===== src/rtl/updi_frame_sequencer.sv =====
// UPDI transmit frame sequencer: SYNCH, opcode and data bytes into a TX FIFO, with optional ACK waits.
// Define UPDI_FRAME_SEQ_ACK_TIMEOUT_EN to bound each ACK wait to ACK_TIMEOUT cycles.
module updi_frame_sequencer #(
    parameter int MAX_DATA_SIZE  = 16,
    parameter int DATA_ADDR_BITS = $clog2(MAX_DATA_SIZE),
    parameter int ACK_TIMEOUT    = 1024
) (
    input  logic                          clk,
    input  logic                          rst_n,
    input  logic                          start,
    input  logic                          skip_synch,
    input  logic                          abort,
    input  logic [7:0]                    opcode,
    input  logic [8*MAX_DATA_SIZE-1:0]    data,
    input  logic [DATA_ADDR_BITS:0]       data_len,
    input  logic [MAX_DATA_SIZE-1:0]      wait_ack_after,
    input  logic                          ack_received,
    output logic                          ready,
    output logic                          done,
    output logic                          error,
    output logic                          timeout,
    output logic                          waiting_for_ack,
    output logic [DATA_ADDR_BITS+1:0]     bytes_sent,
    output logic [7:0]                    fifo_data,
    output logic                          fifo_wr_en,
    input  logic                          fifo_full
);

    typedef enum logic [2:0] {
        ST_IDLE,
        ST_SYNCH,
        ST_OPCODE,
        ST_DATA,
        ST_WAIT_ACK
    } state_t;

    localparam logic [DATA_ADDR_BITS:0]   MAX_LEN   = (DATA_ADDR_BITS+1)'(MAX_DATA_SIZE);
    localparam logic [DATA_ADDR_BITS:0]   LEN_ONE   = (DATA_ADDR_BITS+1)'(1);
    localparam logic [DATA_ADDR_BITS-1:0] IDX_ONE   = (DATA_ADDR_BITS)'(1);
    localparam logic [DATA_ADDR_BITS+1:0] COUNT_ONE = (DATA_ADDR_BITS+2)'(1);

    state_t                        state, state_nxt;
    logic [DATA_ADDR_BITS-1:0]     index, index_nxt;
    logic [7:0]                    opcode_q;
    logic [8*MAX_DATA_SIZE-1:0]    data_q;
    logic [DATA_ADDR_BITS:0]       len_q;
    logic [MAX_DATA_SIZE-1:0]      mask_q;
    logic [DATA_ADDR_BITS:0]       len_clamped;
    logic [DATA_ADDR_BITS+1:0]     bytes_sent_q;
    logic                          ready_q, done_q, error_q, timeout_q;
    logic                          done_nxt, error_nxt, timeout_nxt;
    logic                          accept;
    logic                          is_last;
    logic                          ack_expired;

    assign accept      = (state == ST_IDLE) && start && ready_q;
    assign len_clamped = (data_len > MAX_LEN) ? MAX_LEN : data_len;
    assign is_last     = ({1'b0, index} == (len_q - LEN_ONE));

`ifdef UPDI_FRAME_SEQ_ACK_TIMEOUT_EN
    localparam int TO_BITS = $clog2(ACK_TIMEOUT + 1);
    localparam logic [TO_BITS-1:0] TO_LAST = TO_BITS'(ACK_TIMEOUT - 1);
    localparam logic [TO_BITS-1:0] TO_ONE  = TO_BITS'(1);

    logic [TO_BITS-1:0] ack_cnt;

    // Counter sits at zero outside WAIT_ACK, so every wait starts counting fresh.
    always_ff @(posedge clk or negedge rst_n) begin
        if (!rst_n) begin
            ack_cnt <= '0;
        end else if (state != ST_WAIT_ACK) begin
            ack_cnt <= '0;
        end else begin
            ack_cnt <= ack_cnt + TO_ONE;
        end
    end

    assign ack_expired = (state == ST_WAIT_ACK) && (ack_cnt == TO_LAST);
`else
    assign ack_expired = 1'b0;
`endif

    always_ff @(posedge clk or negedge rst_n) begin
        if (!rst_n) begin
            state        <= ST_IDLE;
            index        <= '0;
            ready_q      <= 1'b0;
            done_q       <= 1'b0;
            error_q      <= 1'b0;
            timeout_q    <= 1'b0;
            bytes_sent_q <= '0;
        end else begin
            state     <= state_nxt;
            index     <= index_nxt;
            ready_q   <= (state_nxt == ST_IDLE);
            done_q    <= done_nxt;
            error_q   <= error_nxt;
            timeout_q <= timeout_nxt;
            if (accept) begin
                bytes_sent_q <= '0;
            end else if (fifo_wr_en && !fifo_full) begin
                bytes_sent_q <= bytes_sent_q + COUNT_ONE;
            end
        end
    end

    // Request snapshot: the frame only ever reads these copies once started.
    always_ff @(posedge clk or negedge rst_n) begin
        if (!rst_n) begin
            opcode_q <= '0;
            data_q   <= '0;
            len_q    <= '0;
            mask_q   <= '0;
        end else if (accept) begin
            opcode_q <= opcode;
            data_q   <= data;
            len_q    <= len_clamped;
            mask_q   <= wait_ack_after;
        end
    end

    always_comb begin
        state_nxt   = state;
        index_nxt   = index;
        done_nxt    = 1'b0;
        error_nxt   = 1'b0;
        timeout_nxt = 1'b0;
        fifo_data   = 8'h00;
        fifo_wr_en  = 1'b0;

        case (state)
            ST_SYNCH: begin
                fifo_data  = 8'h55;
                fifo_wr_en = 1'b1;
            end
            ST_OPCODE: begin
                fifo_data  = opcode_q;
                fifo_wr_en = 1'b1;
            end
            ST_DATA: begin
                fifo_data  = data_q[{index, 3'b000} +: 8];
                fifo_wr_en = 1'b1;
            end
            default: ;
        endcase

        // Abort suppresses the write of the byte currently on offer.
        if (abort && (state != ST_IDLE)) begin
            fifo_wr_en = 1'b0;
            state_nxt  = ST_IDLE;
            index_nxt  = '0;
            error_nxt  = 1'b1;
        end else begin
            case (state)
                ST_IDLE: begin
                    if (accept) begin
                        state_nxt = skip_synch ? ST_OPCODE : ST_SYNCH;
                        index_nxt = '0;
                    end
                end
                ST_SYNCH: begin
                    if (!fifo_full) begin
                        state_nxt = ST_OPCODE;
                    end
                end
                ST_OPCODE: begin
                    if (!fifo_full) begin
                        if (len_q != '0) begin
                            state_nxt = ST_DATA;
                            index_nxt = '0;
                        end else begin
                            state_nxt = ST_IDLE;
                            done_nxt  = 1'b1;
                        end
                    end
                end
                ST_DATA: begin
                    if (!fifo_full) begin
                        if (mask_q[index]) begin
                            state_nxt = ST_WAIT_ACK;
                        end else if (is_last) begin
                            state_nxt = ST_IDLE;
                            done_nxt  = 1'b1;
                        end else begin
                            index_nxt = index + IDX_ONE;
                        end
                    end
                end
                ST_WAIT_ACK: begin
                    if (ack_received) begin
                        if (is_last) begin
                            state_nxt = ST_IDLE;
                            done_nxt  = 1'b1;
                        end else begin
                            state_nxt = ST_DATA;
                            index_nxt = index + IDX_ONE;
                        end
                    end else if (ack_expired) begin
                        state_nxt   = ST_IDLE;
                        error_nxt   = 1'b1;
                        timeout_nxt = 1'b1;
                    end
                end
                default: begin
                    state_nxt = ST_IDLE;
                end
            endcase
        end
    end

    assign ready           = ready_q;
    assign done            = done_q;
    assign error           = error_q;
    assign timeout         = timeout_q;
    assign waiting_for_ack = (state == ST_WAIT_ACK);
    assign bytes_sent      = bytes_sent_q;

endmodule


===== config.mk =====
export PLATFORM = sky130hd
export DESIGN_NAME = updi_frame_sequencer
export DESIGN_NICKNAME = d
export VERILOG_FILES = /design/src/rtl/updi_frame_sequencer.sv
export SDC_FILE = /design/constraint.sdc
export NUM_CORES = 1
export LEC_CHECK = 0
export BUFFER_PORTS_ARGS = -buffer_cell sky130_fd_sc_hd__buf_2
export CAP_MARGIN = 20
export CORE_MARGIN = 5
export CORE_UTILIZATION = 35
export CTS_CLUSTER_DIAMETER = 50
export DETAILED_ROUTE_END_ITERATION = 8
export HOLD_SLACK_MARGIN = 0.03
export PLACE_DENSITY_LB_ADDON = 0.05
export SLEW_MARGIN = 10
export SYNTH_ARGS = -nofsm -noshare
export SYNTH_HDL_FRONTEND = slang
export SYNTH_SLANG_ARGS = --single-unit

===== constraint.sdc =====
create_clock -name clk -period 3.7 [get_ports clk]
set_clock_uncertainty 0.2 [all_clocks]
set_input_delay 0.37 -clock clk [delete_from_list [all_inputs] [get_ports clk]]
set_output_delay 0.37 -clock clk [all_outputs]
set_load 0.005 [all_outputs]

==> run_summary.xml, run 1 <==
<?xml version="1.0" encoding="UTF-8"?>
<metrics>
  <group name="critical_path">
    <metric name="worst-setup-path-type" unit="">flop to output pin</metric>
    <metric name="regToRegStartpoint" unit="">index[0]$_DFFE_PN0P_</metric>
    <metric name="worst_case_reg_to_reg_path_depth" unit="">6</metric>
    <metric name="timing.critical_path.to_type" unit="">output pin</metric>
    <metric name="r2r_slack" unit="ns">0.89</metric>
    <metric name="crit_path_start_kind" unit="">flop</metric>
    <metric name="cp_max_fo" unit="">23</metric>
    <metric name="critPathRequiredTime" unit="ns">3.13</metric>
    <metric name="timing.critical_path.arrival" unit="ns">2.86</metric>
    <metric name="crit-reg2reg-capture" unit="">index[1]$_DFFE_PN0P_</metric>
  </group>
  <group name="sta">
    <metric name="timing.final.crit_period" unit="ns">3.43</metric>
    <metric name="setup_repair_after_global_routing_missed_its_margin" unit="">false</metric>
    <metric name="report.final.hold_viol_count" unit="">0</metric>
    <metric name="finalCritPeriodShare" unit="%">92.6</metric>
    <metric name="slew_headroom" unit="%">38.9</metric>
    <metric name="postLayoutSetupSlackWorst" unit="ns">0.272</metric>
    <metric name="achievable-frequency" unit="GHz">0.292</metric>
    <metric name="report.final.setup_viol" unit="">0</metric>
    <metric name="report.final.slew_viol_count" unit="">0</metric>
    <metric name="final_setup_tns" unit="ns">0</metric>
    <metric name="worst-slew-pin-transition" unit="ns">0.916</metric>
    <metric name="finalHoldWorstSlack" unit="ns">0.0592</metric>
  </group>
  <group name="logic_synthesis">
    <metric name="synth_area_leader" unit="">dfrtp_1</metric>
    <metric name="syn-num-nets" unit="">1037</metric>
    <metric name="syn-mean-instance-area" unit="um2">9.51</metric>
    <metric name="async_s_r_ff_share_synth" unit="%">100</metric>
    <metric name="post_synth_instance_area" unit="mm2">0.00827</metric>
    <metric name="synth-edff-count" unit="">0</metric>
    <metric name="synth_warnings" unit="">0</metric>
    <metric name="synth.ff_latch_count" unit="">173</metric>
    <metric name="synth.lib_cells_used.distinct" unit="">58</metric>
    <metric name="synth_cells" unit="">870</metric>
    <metric name="synth.yosys.seq_area_share" unit="%">52.3</metric>
    <metric name="synth_top_cells_by_area" unit="">dfrtp_1, nand2_1, mux4_2, mux4_1, clkbuf_1</metric>
    <metric name="synth_ff_type" unit="">dfrtp_1</metric>
    <metric name="yosys.area.top_type_share" unit="%">52.3</metric>
  </group>
  <group name="global_route">
    <metric name="met3_usage" unit="%">3.36</metric>
    <metric name="grt_pass1_wl" unit="mm">41.5</metric>
    <metric name="pin_count_of_the_biggest_net_entering_global_routing" unit="">155</metric>
    <metric name="number_of_antenna_violations_at_the_first_check_in_global_routing" unit="">0</metric>
    <metric name="via_count_of_the_first_global_routing_pass" unit="">7514</metric>
    <metric name="grt_util_met2" unit="%">36.4</metric>
    <metric name="grt_overflow_total" unit="">0</metric>
    <metric name="grt.total_usage" unit="%">20.5</metric>
    <metric name="grtUsageMet1" unit="%">26.2</metric>
    <metric name="busiest_layer" unit="">met2</metric>
  </group>
  <group name="pwr">
    <metric name="net_switching_share_of_the_total_power" unit="%">38.0</metric>
    <metric name="power_frac_clock" unit="%">22.2</metric>
    <metric name="leakage_power_total" unit="uW">0.00588</metric>
    <metric name="worst_ir_drop_vdd" unit="mV">0.387</metric>
    <metric name="p_sw" unit="uW">3010</metric>
    <metric name="seq_power_share" unit="%">43.4</metric>
    <metric name="powerDensity" unit="mW/mm2">681</metric>
    <metric name="comb_power_share" unit="%">34.4</metric>
    <metric name="internal-power" unit="uW">4910</metric>
  </group>
  <group name="cells_and_area">
    <metric name="commonest_cells_after_routing_fill_and_taps_aside" unit="">nand2_1, buf_2, dfrtp_1</metric>
    <metric name="area_delta_synth_final" unit="%">40.7</metric>
    <metric name="finalNetCount" unit="">1354</metric>
    <metric name="multi_input_logic_area" unit="mm2">0.00364</metric>
    <metric name="drive_gt1_share" unit="%">22.9</metric>
    <metric name="n_fill_cell" unit="">2210</metric>
    <metric name="ff_latch_area" unit="mm2">0.00433</metric>
    <metric name="finalInstanceArea" unit="mm2">0.0116</metric>
    <metric name="final_common_cell" unit="">nand2_1</metric>
    <metric name="insertedDiodeCount" unit="">0</metric>
  </group>
  <group name="cts">
    <metric name="post-cts-setup-buffers" unit="">0</metric>
    <metric name="cts.sinks" unit="">173</metric>
    <metric name="cts_h_tree_depth" unit="">4</metric>
    <metric name="clock-root-buffer" unit="">clkbuf_16</metric>
    <metric name="cts_tree" unit="">built</metric>
    <metric name="cts.path.max_buffers" unit="">2</metric>
    <metric name="cts_inserted_buffers" unit="">17</metric>
    <metric name="worst_skew_pair.late_latency" unit="ns">0.44</metric>
    <metric name="clk_transition_reported_paths" unit="ns">0.08</metric>
  </group>
  <group name="job">
    <metric name="drv.max_cap_violation_count" unit="">0</metric>
  </group>
  <group name="drt">
    <metric name="drt-wirelength-per-cell" unit="um">17.7</metric>
    <metric name="antenna_violating_nets_post_route" unit="">0</metric>
    <metric name="post_drt_via_cell_ratio" unit="">4.72</metric>
    <metric name="routed_wirelength" unit="mm">26.8</metric>
    <metric name="drt_drc_violations_left" unit="">0</metric>
    <metric name="drt_pass_1_iters" unit="">5</metric>
    <metric name="detail_route.iter0.violations" unit="">359</metric>
    <metric name="vias" unit="">7165</metric>
  </group>
  <group name="die">
    <metric name="die_area" unit="mm2">0.0268</metric>
    <metric name="floorplan_die_width" unit="um">164</metric>
    <metric name="rows" unit="">56</metric>
    <metric name="top_level_ports" unit="">184</metric>
    <metric name="core" unit="mm2">0.0234</metric>
    <metric name="initial_utilization" unit="%">35.4</metric>
    <metric name="die_height" unit="um">164</metric>
  </group>
  <group name="placement">
    <metric name="globalplace.congestion" unit="">0.783</metric>
    <metric name="dpl_worst_slack" unit="ns">0.537</metric>
    <metric name="place.port_buffers" unit="">182</metric>
    <metric name="post-dp-hpwl" unit="mm">18.8</metric>
    <metric name="placed_cell_area" unit="mm2">0.00949</metric>
  </group>
  <group name="worst_hold_path">
    <metric name="hold_path.startpoint" unit="">data[39]</metric>
    <metric name="hold-path-endpoint" unit="">data_q[39]$_DFFE_PN0P_</metric>
    <metric name="hold_path_depth" unit="">3</metric>
    <metric name="min_path_type" unit="">input port to flop</metric>
  </group>
  <group name="status">
    <metric name="run_status" unit="">completed</metric>
  </group>
</metrics>
==> area by class of cell <==
class / count / share of cell area (%)
multi-input combinational: 632 / 31.3
inverter: 7 / 0.226
clock buffer: 17 / 3.66
clock inverter: 15 / 1.29
sequential: 173 / 37.2
tap: 319 / 3.43
timing repair buffer: 356 / 22.9
==> worst max path at each step <==
| stage | from | endpoint | slack (ns) | cells after the start |
|---|---|---|---|---|
| 5_1_grt | index[0]$_DFFE_PN0P_ | fifo_data[5] | 0.14 | 5 |
| 3_3_place_gp | index[0]$_DFFE_PN0P_ | fifo_data[5] | 0.59 | 5 |
| 2_1_floorplan | index[0]$_DFFE_PN0P_ | fifo_data[7] | 1.20 | 6 |
| 6_report | index[0]$_DFFE_PN0P_ | fifo_data[5] | 0.27 | 5 |
| 3_5_place_dp | index[0]$_DFFE_PN0P_ | fifo_data[5] | 0.54 | 5 |
| 4_1_cts | index[0]$_DFFE_PN0P_ | fifo_data[5] | 0.07 | 5 |
==> metal layers <==
| metal | routed length [um] | share of wire, % |
|---|---|---|
| met1 | 11500 | 43 |
| met3 | 1060 | 4.0 |
| met5 | 0 | 0 |
| met4 | 417 | 1.6 |
| met2 | 13900 | 52 |
==> state kept, by name (all words and copies together), names as in the netlist <==
signal	flops
bytes_sent	6
data_q	128
done	1
error	1
index	4
len_q	5
mask_q	16
opcode_q	8
ready	1
state	3
==> synth_stat cells, types with 3 or more instances <==
library cell and instances:
mux4_1 9, nand2_1 470, clkbuf_1 44, buf_4 3, nor2_1 16, nor4b_1 5
mux4_2 34, buf_6 3, ha_1 3, mux2i_1 3, nor2b_1 4, dfrtp_1 173
inv_1 7, a2bb2oi_1 3, nand3b_1 4, buf_2 3, a22o_1 5, o21ai_0 5
nor3_1 8, nand4_1 3, a21oi_1 8, and3b_1 3, nand3_1 6, xor2_1 5
==> worst max-delay path, cell delays in order (launching register included) <==
cell     delay [ns]
dfrtp_4        0.70
buf_4          0.29
mux4_2         0.53
mux4_2         0.52
a22o_1         0.24
buf_2          0.12
==> timing repair <==
action	4_1_cts	5_1_grt
endpoints found under the setup margin	0	2
hold endpoints to repair	235	0
hold buffers	157	0
resized for setup	0	1
==> power by group through the flow <==
| stage | clock network, uW | logic [uW] | registers, uW |
|---|---|---|---|
| after CTS | 1800 | 2770 | 3450 |
| final | 1760 | 2730 | 3440 |
| after global placement | 0 | 2580 | 3530 |
| after global routing | 1870 | 3100 | 3530 |
| after detailed placement | 0 | 2630 | 3480 |
| after floorplan | 0 | 1990 | 3070 |
==> logic make-up (layout without fill, tap and decap cells) <==
group | Yosys count | in the layout | synth area share (%)
buf+inv | 65 | 395 | 3.92
xor+xnor | 7 | 7 | 0.741
fa+ha+maj | 4 | 4 | 0.575
compound gates | 40 | 40 | 3.71
simple gates | 533 | 533 | 26.1
other cells | 1 | 1 | 0.0453
flops | 173 | 173 | 52.3
mux | 47 | 47 | 12.6
==> metrics by stage <==
step | std cells | util, % | power, uW
after floorplan | 870 | - | 5050
after global placement | 1330 | 40.5 | 6100
after detailed placement | 1330 | 40.5 | 6110
after CTS | 1519 | 49.7 | 8020
after global routing | 1519 | 49.7 | 8500
final | 1519 | 49.7 | 7920
No activity file was read; power rests on OpenSTA's default activity.
==> run 2, diff against run 1 <==
ABC_AREA = 1   (was default)
==> run_summary.xml, run 2 <==
<?xml version="1.0" encoding="UTF-8"?>
<metrics>
  <group name="die">
    <metric name="die_area" unit="mm2">0.0272</metric>
    <metric name="initial_utilization" unit="%">35.7</metric>
    <metric name="rows" unit="">56</metric>
    <metric name="core" unit="mm2">0.0235</metric>
    <metric name="floorplan_die_width" unit="um">165</metric>
    <metric name="top_level_ports" unit="">184</metric>
    <metric name="die_height" unit="um">165</metric>
  </group>
  <group name="drt">
    <metric name="routed_wirelength" unit="mm">28.5</metric>
    <metric name="drt_drc_violations_left" unit="">0</metric>
    <metric name="drt_pass_1_iters" unit="">5</metric>
    <metric name="detail_route.iter0.violations" unit="">493</metric>
    <metric name="antenna_violating_nets_post_route" unit="">0</metric>
    <metric name="drt-wirelength-per-cell" unit="um">16.4</metric>
    <metric name="post_drt_via_cell_ratio" unit="">4.61</metric>
    <metric name="vias" unit="">8039</metric>
  </group>
  <group name="logic_synthesis">
    <metric name="synth_warnings" unit="">0</metric>
    <metric name="synth.lib_cells_used.distinct" unit="">33</metric>
    <metric name="post_synth_instance_area" unit="mm2">0.00841</metric>
    <metric name="post_synth_fa_ha_maj_area_fraction" unit="%">0.446</metric>
    <metric name="fraction_of_synthesized_cell_area_in_xor_and_xnor_cells" unit="%">0</metric>
    <metric name="synth.ff_latch_count" unit="">173</metric>
    <metric name="syn-num-nets" unit="">1270</metric>
    <metric name="synth_top_cells_by_area" unit="">dfrtp_1, nand2_1, o21ai_0, inv_1, nand3_1</metric>
    <metric name="synth.area.mux_share" unit="%">0</metric>
    <metric name="yosys-top-cells-count" unit="">nand2_1, dfrtp_1, o21ai_0</metric>
    <metric name="synthMostInstantiatedCell" unit="">nand2_1</metric>
    <metric name="syn-mean-instance-area" unit="um2">7.62</metric>
    <metric name="synth_cells" unit="">1103</metric>
    <metric name="compound_gate_portion_of_the_synthesized_area" unit="%">14.5</metric>
    <metric name="synth.yosys.seq_area_share" unit="%">51.5</metric>
    <metric name="async_s_r_ff_share_synth" unit="%">100</metric>
    <metric name="synth-simple-area-share" unit="%">24.4</metric>
    <metric name="synth_ff_type" unit="">dfrtp_1</metric>
    <metric name="yosys.area.top_type_share" unit="%">51.5</metric>
    <metric name="largest_family_of_logic_cells_by_synthesized_area" unit="">simple AND/OR/NAND/NOR gates</metric>
    <metric name="synth-edff-count" unit="">0</metric>
    <metric name="synth_area_leader" unit="">dfrtp_1</metric>
  </group>
  <group name="global_route">
    <metric name="grt_pass1_wl" unit="mm">45.0</metric>
    <metric name="grt.total_usage" unit="%">21.6</metric>
    <metric name="pin_count_of_the_biggest_net_entering_global_routing" unit="">108</metric>
    <metric name="via_count_of_the_first_global_routing_pass" unit="">8114</metric>
    <metric name="grt_overflow_total" unit="">0</metric>
    <metric name="number_of_antenna_violations_at_the_first_check_in_global_routing" unit="">1</metric>
  </group>
  <group name="cells_and_area">
    <metric name="regMostFlops" unit="">data_q</metric>
    <metric name="commonest_cells_after_routing_fill_and_taps_aside" unit="">nand2_1, buf_2, dfrtp_1</metric>
    <metric name="finish.cell_count_without_fillers" unit="">1742</metric>
    <metric name="drive_gt1_share" unit="%">17.3</metric>
    <metric name="max_ffs_per_register" unit="">128</metric>
    <metric name="layout_top_registers" unit="">data_q (128), mask_q (16), opcode_q (8)</metric>
    <metric name="area_delta_synth_final" unit="%">39.4</metric>
    <metric name="n_fill_cell" unit="">2340</metric>
    <metric name="multi_input_logic_area" unit="mm2">0.00331</metric>
    <metric name="insertedDiodeCount" unit="">0</metric>
    <metric name="ff_latch_area" unit="mm2">0.00433</metric>
    <metric name="finalNetCount" unit="">1577</metric>
    <metric name="final_common_cell" unit="">nand2_1</metric>
  </group>
  <group name="critical_path">
    <metric name="critPathRequiredTime" unit="ns">3.13</metric>
    <metric name="crit-reg2reg-capture" unit="">index[1]$_DFFE_PN0P_</metric>
    <metric name="timing.critical_path.slowest_stage_cell" unit="">dfrtp_4</metric>
    <metric name="worstPathCellList" unit="">buf_12 &gt; o21ai_0 &gt; nand3_1 &gt; nand3_1 &gt; nand3_1 &gt; nand2_1 &gt; o21ai_0 &gt; buf_2</metric>
    <metric name="cp_common_cell" unit="">nand3_1</metric>
    <metric name="cp_num_buf_inv" unit="">2</metric>
    <metric name="timing.critical_path.to_type" unit="">output pin</metric>
    <metric name="worst_case_reg_to_reg_path_depth" unit="">11</metric>
    <metric name="crit_path_max_delay_family" unit="">compound AO/OA/AOI/OAI gates</metric>
    <metric name="regToRegStartpoint" unit="">state[1]$_DFF_PN0_</metric>
    <metric name="cp_max_fo" unit="">107</metric>
    <metric name="cpPeakStageDelay" unit="ns">0.49</metric>
    <metric name="worst-setup-path-type" unit="">flop to output pin</metric>
    <metric name="r2r_slack" unit="ns">1.31</metric>
    <metric name="crit_path_start_kind" unit="">flop</metric>
    <metric name="timing.critical_path.arrival" unit="ns">2.31</metric>
  </group>
  <group name="sta">
    <metric name="report.final.setup_viol" unit="">0</metric>
    <metric name="finalCritPeriodShare" unit="%">77.9</metric>
    <metric name="slew_headroom" unit="%">41.3</metric>
    <metric name="worst-slew-pin-transition" unit="ns">0.881</metric>
    <metric name="final_setup_tns" unit="ns">0</metric>
    <metric name="setup_repair_after_global_routing_missed_its_margin" unit="">false</metric>
    <metric name="report.final.hold_viol_count" unit="">0</metric>
    <metric name="report.final.slew_viol_count" unit="">0</metric>
    <metric name="timing.final.crit_period" unit="ns">2.88</metric>
    <metric name="achievable-frequency" unit="GHz">0.347</metric>
  </group>
  <group name="cts">
    <metric name="cts.sinks" unit="">173</metric>
    <metric name="cts_inserted_buffers" unit="">17</metric>
    <metric name="worst_skew_pair.late_latency" unit="ns">0.44</metric>
    <metric name="clock-root-buffer" unit="">clkbuf_16</metric>
    <metric name="cts.repair.resized" unit="">0</metric>
    <metric name="clk_transition_reported_paths" unit="ns">0.07</metric>
    <metric name="cts_h_tree_depth" unit="">4</metric>
    <metric name="cts.path.max_buffers" unit="">2</metric>
    <metric name="cts_tree" unit="">built</metric>
  </group>
  <group name="worst_hold_path">
    <metric name="hold_path_depth" unit="">3</metric>
    <metric name="hold-path-endpoint" unit="">len_q[0]$_DFFE_PN0P_</metric>
    <metric name="min_path_type" unit="">input port to flop</metric>
    <metric name="hold_path.startpoint" unit="">data_len[0]</metric>
  </group>
  <group name="placement">
    <metric name="place.port_buffers" unit="">182</metric>
    <metric name="post-dp-hpwl" unit="mm">19.5</metric>
    <metric name="dp.cells" unit="">1553</metric>
    <metric name="globalplace.congestion" unit="">0.796</metric>
  </group>
  <group name="status">
    <metric name="run_status" unit="">completed</metric>
  </group>
  <group name="pwr">
    <metric name="leakage_power_total" unit="uW">0.00588</metric>
    <metric name="powerDensity" unit="mW/mm2">685</metric>
    <metric name="design_power_total" unit="uW">8030</metric>
    <metric name="worst_ir_drop_vdd" unit="mV">0.291</metric>
  </group>
  <group name="job">
    <metric name="drv.max_cap_violation_count" unit="">0</metric>
  </group>
</metrics>
-- run 2: cell type report --
type	count	share of cell area, %
clock inverters	15	1.41
multi-input cells	748	28.2
flip-flops and latches	173	37.0
well taps	319	3.41
clock buffers	17	3.63
inverters	118	3.82
repair buffers	352	22.5
-- run 2: stage by stage --
stage               utilization (%)  hold WS, ns  setup WS [ns]  cell area, um2
CTS                            49.8       0.0309          0.756           11700
global route                   49.8       0.0662          0.632           11700
floorplan                         -       -0.126           1.68            8410
global placement               40.6        0.199           1.23            9560
finish                         49.8       0.0401          0.818           11700
detailed placement             40.6        0.197           1.23            9560
-- run 2: logic make-up (layout without fill, tap and decap cells) --
kind of cell    Yosys count  in the layout
compound gates          235            235
simple gates            509            509
other cells               1              1
buf+inv                 182            502
fa+ha+maj                 3              3
flops                   173            173
-- run 2: timing repair --
item                      in CTS  in global routing
hold buffers                 157                  0
buffers inserted               0                  0
hold endpoints to repair     212                  0
-- run 2: where the power goes --
part	leakage, uW	internal [uW]	switching (uW)	total [uW]
Clock	0.000292	913	893	1810
Sequential	0.00216	2740	363	3110
Combinational	0.00343	1050	2070	3120
-- run 2: layer usage --
metal  part of all wire (%)  up-vias  track usage, %
met3                    4.6       40            3.54
met1                     49     3674            30.5
li1                       -     4115               -
met4                    1.7        2            5.78
met2                     45      208            34.4
met5                  0.025        -               0
-- run 2: worst max path at each step --
stage	start	end	slack [ns]	depth (start not counted)
2_1_floorplan	index[0]$_DFFE_PN0P_	fifo_data[0]	1.68	11
3_3_place_gp	state[1]$_DFF_PN0_	index[1]$_DFFE_PN0P_	1.23	11
3_5_place_dp	index[0]$_DFFE_PN0P_	fifo_data[2]	1.23	8
4_1_cts	index[0]$_DFFE_PN0P_	fifo_data[2]	0.76	8
5_1_grt	index[1]$_DFFE_PN0P_	fifo_data[2]	0.63	9
6_report	index[0]$_DFFE_PN0P_	fifo_data[2]	0.82	8
-- run 2: tightest hold or removal path, stage by stage --
cell     delay (ns)
buf_2          0.09
nand3_1        0.09
o21ai_0        0.08
==> run 3, diff against run 2 <==
ABC_AREA = 0   (was 1)
clock period = 2.6 ns   (was 3.7 ns; I/O delays follow)
==> run_summary.xml, run 3 (synthesis results as in run 1) <==
<?xml version="1.0" encoding="UTF-8"?>
<metrics>
  <group name="status">
    <metric name="run_status" unit="">complete, but fails checks</metric>
    <metric name="failed_checks" unit="">negative setup slack</metric>
  </group>
  <group name="pwr">
    <metric name="p_sw" unit="uW">4320</metric>
    <metric name="internal-power" unit="uW">7360</metric>
    <metric name="powerDensity" unit="mW/mm2">967</metric>
    <metric name="power_frac_clock" unit="%">22.4</metric>
    <metric name="seq_power_share" unit="%">41.2</metric>
    <metric name="leakage_power_total" unit="uW">0.00607</metric>
    <metric name="worst_ir_drop_vdd" unit="mV">0.419</metric>
    <metric name="net_switching_share_of_the_total_power" unit="%">37.0</metric>
    <metric name="comb_power_share" unit="%">36.4</metric>
  </group>
  <group name="die">
    <metric name="core" unit="mm2">0.0234</metric>
    <metric name="die_height" unit="um">164</metric>
    <metric name="initial_utilization" unit="%">35.4</metric>
    <metric name="die_area" unit="mm2">0.0268</metric>
    <metric name="top_level_ports" unit="">184</metric>
    <metric name="rows" unit="">56</metric>
    <metric name="floorplan_die_width" unit="um">164</metric>
  </group>
  <group name="critical_path">
    <metric name="critPathRequiredTime" unit="ns">2.14</metric>
    <metric name="crit_path_max_delay_family" unit="">multiplexers</metric>
    <metric name="cp_num_buf_inv" unit="">3</metric>
    <metric name="crit_path_start_kind" unit="">flop</metric>
    <metric name="timing.critical_path.slowest_stage_cell" unit="">mux4_2</metric>
    <metric name="worstPathCellList" unit="">buf_12 &gt; buf_16 &gt; mux4_2 &gt; mux4_2 &gt; a22o_1 &gt; buf_2</metric>
    <metric name="timing.critical_path.arrival" unit="ns">2.50</metric>
    <metric name="worst-setup-path-type" unit="">flop to output pin</metric>
    <metric name="cpPeakStageDelay" unit="ns">0.53</metric>
    <metric name="cp_max_fo" unit="">5</metric>
    <metric name="timing.critical_path.to_type" unit="">output pin</metric>
    <metric name="cp_common_cell" unit="">mux4_2</metric>
  </group>
  <group name="cells_and_area">
    <metric name="insertedDiodeCount" unit="">0</metric>
    <metric name="n_fill_cell" unit="">2199</metric>
    <metric name="area_delta_synth_final" unit="%">46.0</metric>
    <metric name="layout_top_registers" unit="">data_q (128), mask_q (16), opcode_q (8)</metric>
    <metric name="finish.cell_count_without_fillers" unit="">1548</metric>
    <metric name="drive_gt1_share" unit="%">25.5</metric>
    <metric name="max_ffs_per_register" unit="">128</metric>
    <metric name="final_common_cell" unit="">nand2_1</metric>
    <metric name="commonest_cells_after_routing_fill_and_taps_aside" unit="">nand2_1, buf_2, dfrtp_1</metric>
    <metric name="regMostFlops" unit="">data_q</metric>
    <metric name="finalNetCount" unit="">1383</metric>
  </group>
  <group name="sta">
    <metric name="report.final.hold_viol_count" unit="">0</metric>
    <metric name="report.final.slew_viol_count" unit="">0</metric>
    <metric name="postLayoutSetupSlackWorst" unit="ns">-0.357</metric>
    <metric name="setup_repair_after_global_routing_missed_its_margin" unit="">true</metric>
    <metric name="timing.final.crit_period" unit="ns">2.96</metric>
    <metric name="worst-slew-pin-transition" unit="ns">0.531</metric>
    <metric name="report.final.setup_viol" unit="">13</metric>
    <metric name="achievable-frequency" unit="GHz">0.338</metric>
    <metric name="slew_headroom" unit="%">64.6</metric>
    <metric name="finalCritPeriodShare" unit="%">114</metric>
  </group>
  <group name="drt">
    <metric name="antenna_violating_nets_post_route" unit="">0</metric>
    <metric name="drt_pass_1_iters" unit="">4</metric>
    <metric name="routed_wirelength" unit="mm">26.7</metric>
    <metric name="drt_drc_violations_left" unit="">0</metric>
    <metric name="post_drt_via_cell_ratio" unit="">4.63</metric>
    <metric name="drt-wirelength-per-cell" unit="um">17.3</metric>
    <metric name="detail_route.iter0.violations" unit="">408</metric>
    <metric name="vias" unit="">7174</metric>
  </group>
  <group name="cts">
    <metric name="cts.path.max_buffers" unit="">2</metric>
    <metric name="cts_inserted_buffers" unit="">17</metric>
    <metric name="cts.sinks" unit="">173</metric>
    <metric name="clock-root-buffer" unit="">clkbuf_16</metric>
    <metric name="clk_transition_reported_paths" unit="ns">0.07</metric>
    <metric name="cts_h_tree_depth" unit="">4</metric>
    <metric name="cts_tree" unit="">built</metric>
    <metric name="worst_skew_pair.late_latency" unit="ns">0.43</metric>
  </group>
  <group name="global_route">
    <metric name="grt.total_usage" unit="%">20.7</metric>
    <metric name="grt_overflow_total" unit="">0</metric>
    <metric name="pin_count_of_the_biggest_net_entering_global_routing" unit="">71</metric>
    <metric name="via_count_of_the_first_global_routing_pass" unit="">7786</metric>
    <metric name="grt_pass1_wl" unit="mm">42.4</metric>
    <metric name="grt_util_met2" unit="%">38.2</metric>
    <metric name="number_of_antenna_violations_at_the_first_check_in_global_routing" unit="">0</metric>
    <metric name="met3_usage" unit="%">3.64</metric>
    <metric name="busiest_layer" unit="">met2</metric>
    <metric name="grtUsageMet1" unit="%">25.5</metric>
  </group>
  <group name="placement">
    <metric name="globalplace.congestion" unit="">0.810</metric>
    <metric name="dp.cells" unit="">1348</metric>
    <metric name="dpl_worst_slack" unit="ns">0.0304</metric>
    <metric name="place.port_buffers" unit="">182</metric>
    <metric name="post-dp-hpwl" unit="mm">18.8</metric>
  </group>
  <group name="job">
    <metric name="drv.max_cap_violation_count" unit="">0</metric>
  </group>
  <group name="worst_hold_path">
    <metric name="min_path_type" unit="">input port to flop</metric>
  </group>
</metrics>
[run 3: changes by cell type in the layout (fill, tap and decap cells not counted), moves of 38 or more]
| cell | previous run | this run |
|---|---|---|
| o21ai_0 | 152 | 5 |
| a21oi_1 | 65 | 8 |
| mux4_2 | 0 | 38 |
| nand3_1 | 73 | 4 |
| inv_1 | 110 | 7 |
| nand2_1 | 395 | 470 |
[run 3: metrics by stage]
step	power, uW	area [um2]	setup TNS [ns]	util [%]	hold slack [ns]
floorplan	7190	8270	0	-	-0.236
global placement	8840	9710	0	41.5	0.0634
detailed placement	8840	9710	0	41.5	0.0560
CTS	11800	12000	-3.03	51.4	0.0318
global route	12600	12100	-4.31	51.6	0.0324
finish	11700	12100	-2.87	51.6	0.0435
[run 3: worst paths after layout]
| kind | end | depth (start not counted) | from | slack, ns |
|---|---|---|---|---|
| setup / recovery | fifo_data[1] | 6 | index[0]$_DFFE_PN0P_ | -0.36 |
| hold / removal | opcode_q[4]$_DFFE_PN0P_ | 4 | start | 0.04 |
| setup reg to reg | ready$_DFF_PN0_ | 8 | index[0]$_DFFE_PN0P_ | -0.07 |
| hold reg to reg | mask_q[14]$_DFFE_PN0P_ | 2 | mask_q[14]$_DFFE_PN0P_ | 0.27 |
| max in group asynchronous | mask_q[8]$_DFFE_PN0P_ | 3 | rst_n | 1.32 |
| min in group asynchronous | bytes_sent[5]$_DFFE_PN0P_ | 2 | rst_n | 0.15 |
[run 3: area by class of cell]
cell class | count | area (um2) | share of cell area [%]
clock inverter | 14 | 164 | 1.36
inverter | 7 | 26.3 | 0.218
clock buffer | 18 | 439 | 3.64
tap | 319 | 399 | 3.31
timing repair buffer | 385 | 3050 | 25.2
sequential | 173 | 4330 | 35.9
multi-input combinational | 632 | 3670 | 30.4
[run 3: layer usage]
layer  wire length (um)  vias to the layer above
met3                903                       13
met4                215                        0
met2              14500                      133
met5                  0                        -
li1                   -                     3536
met1              11100                     3492
[run 3: what timing repair did]
action,in CTS,in global routing
setup buffers,4,1
endpoints found under the hold margin,210,0
hold buffers,161,0
gates resized for setup,10,10
pin swaps,3,1
gates cloned,2,0
setup endpoints to repair,8,15
[run 3: power by group through the flow]
stage | Combinational, uW | Clock (uW) | Sequential (uW)
final | 4250 | 2620 | 4810
after global routing | 4800 | 2810 | 4950
after CTS | 4270 | 2690 | 4830
after detailed placement | 3980 | 0 | 4850
after global placement | 3910 | 0 | 4930
after floorplan | 2830 | 0 | 4360
[run 3: worst min-delay path, delay by kind of cell]
family | cells | cell delay [ns]
buffers and inverters | 1 | 0.13
and+or+nand+nor | 3 | 0.25
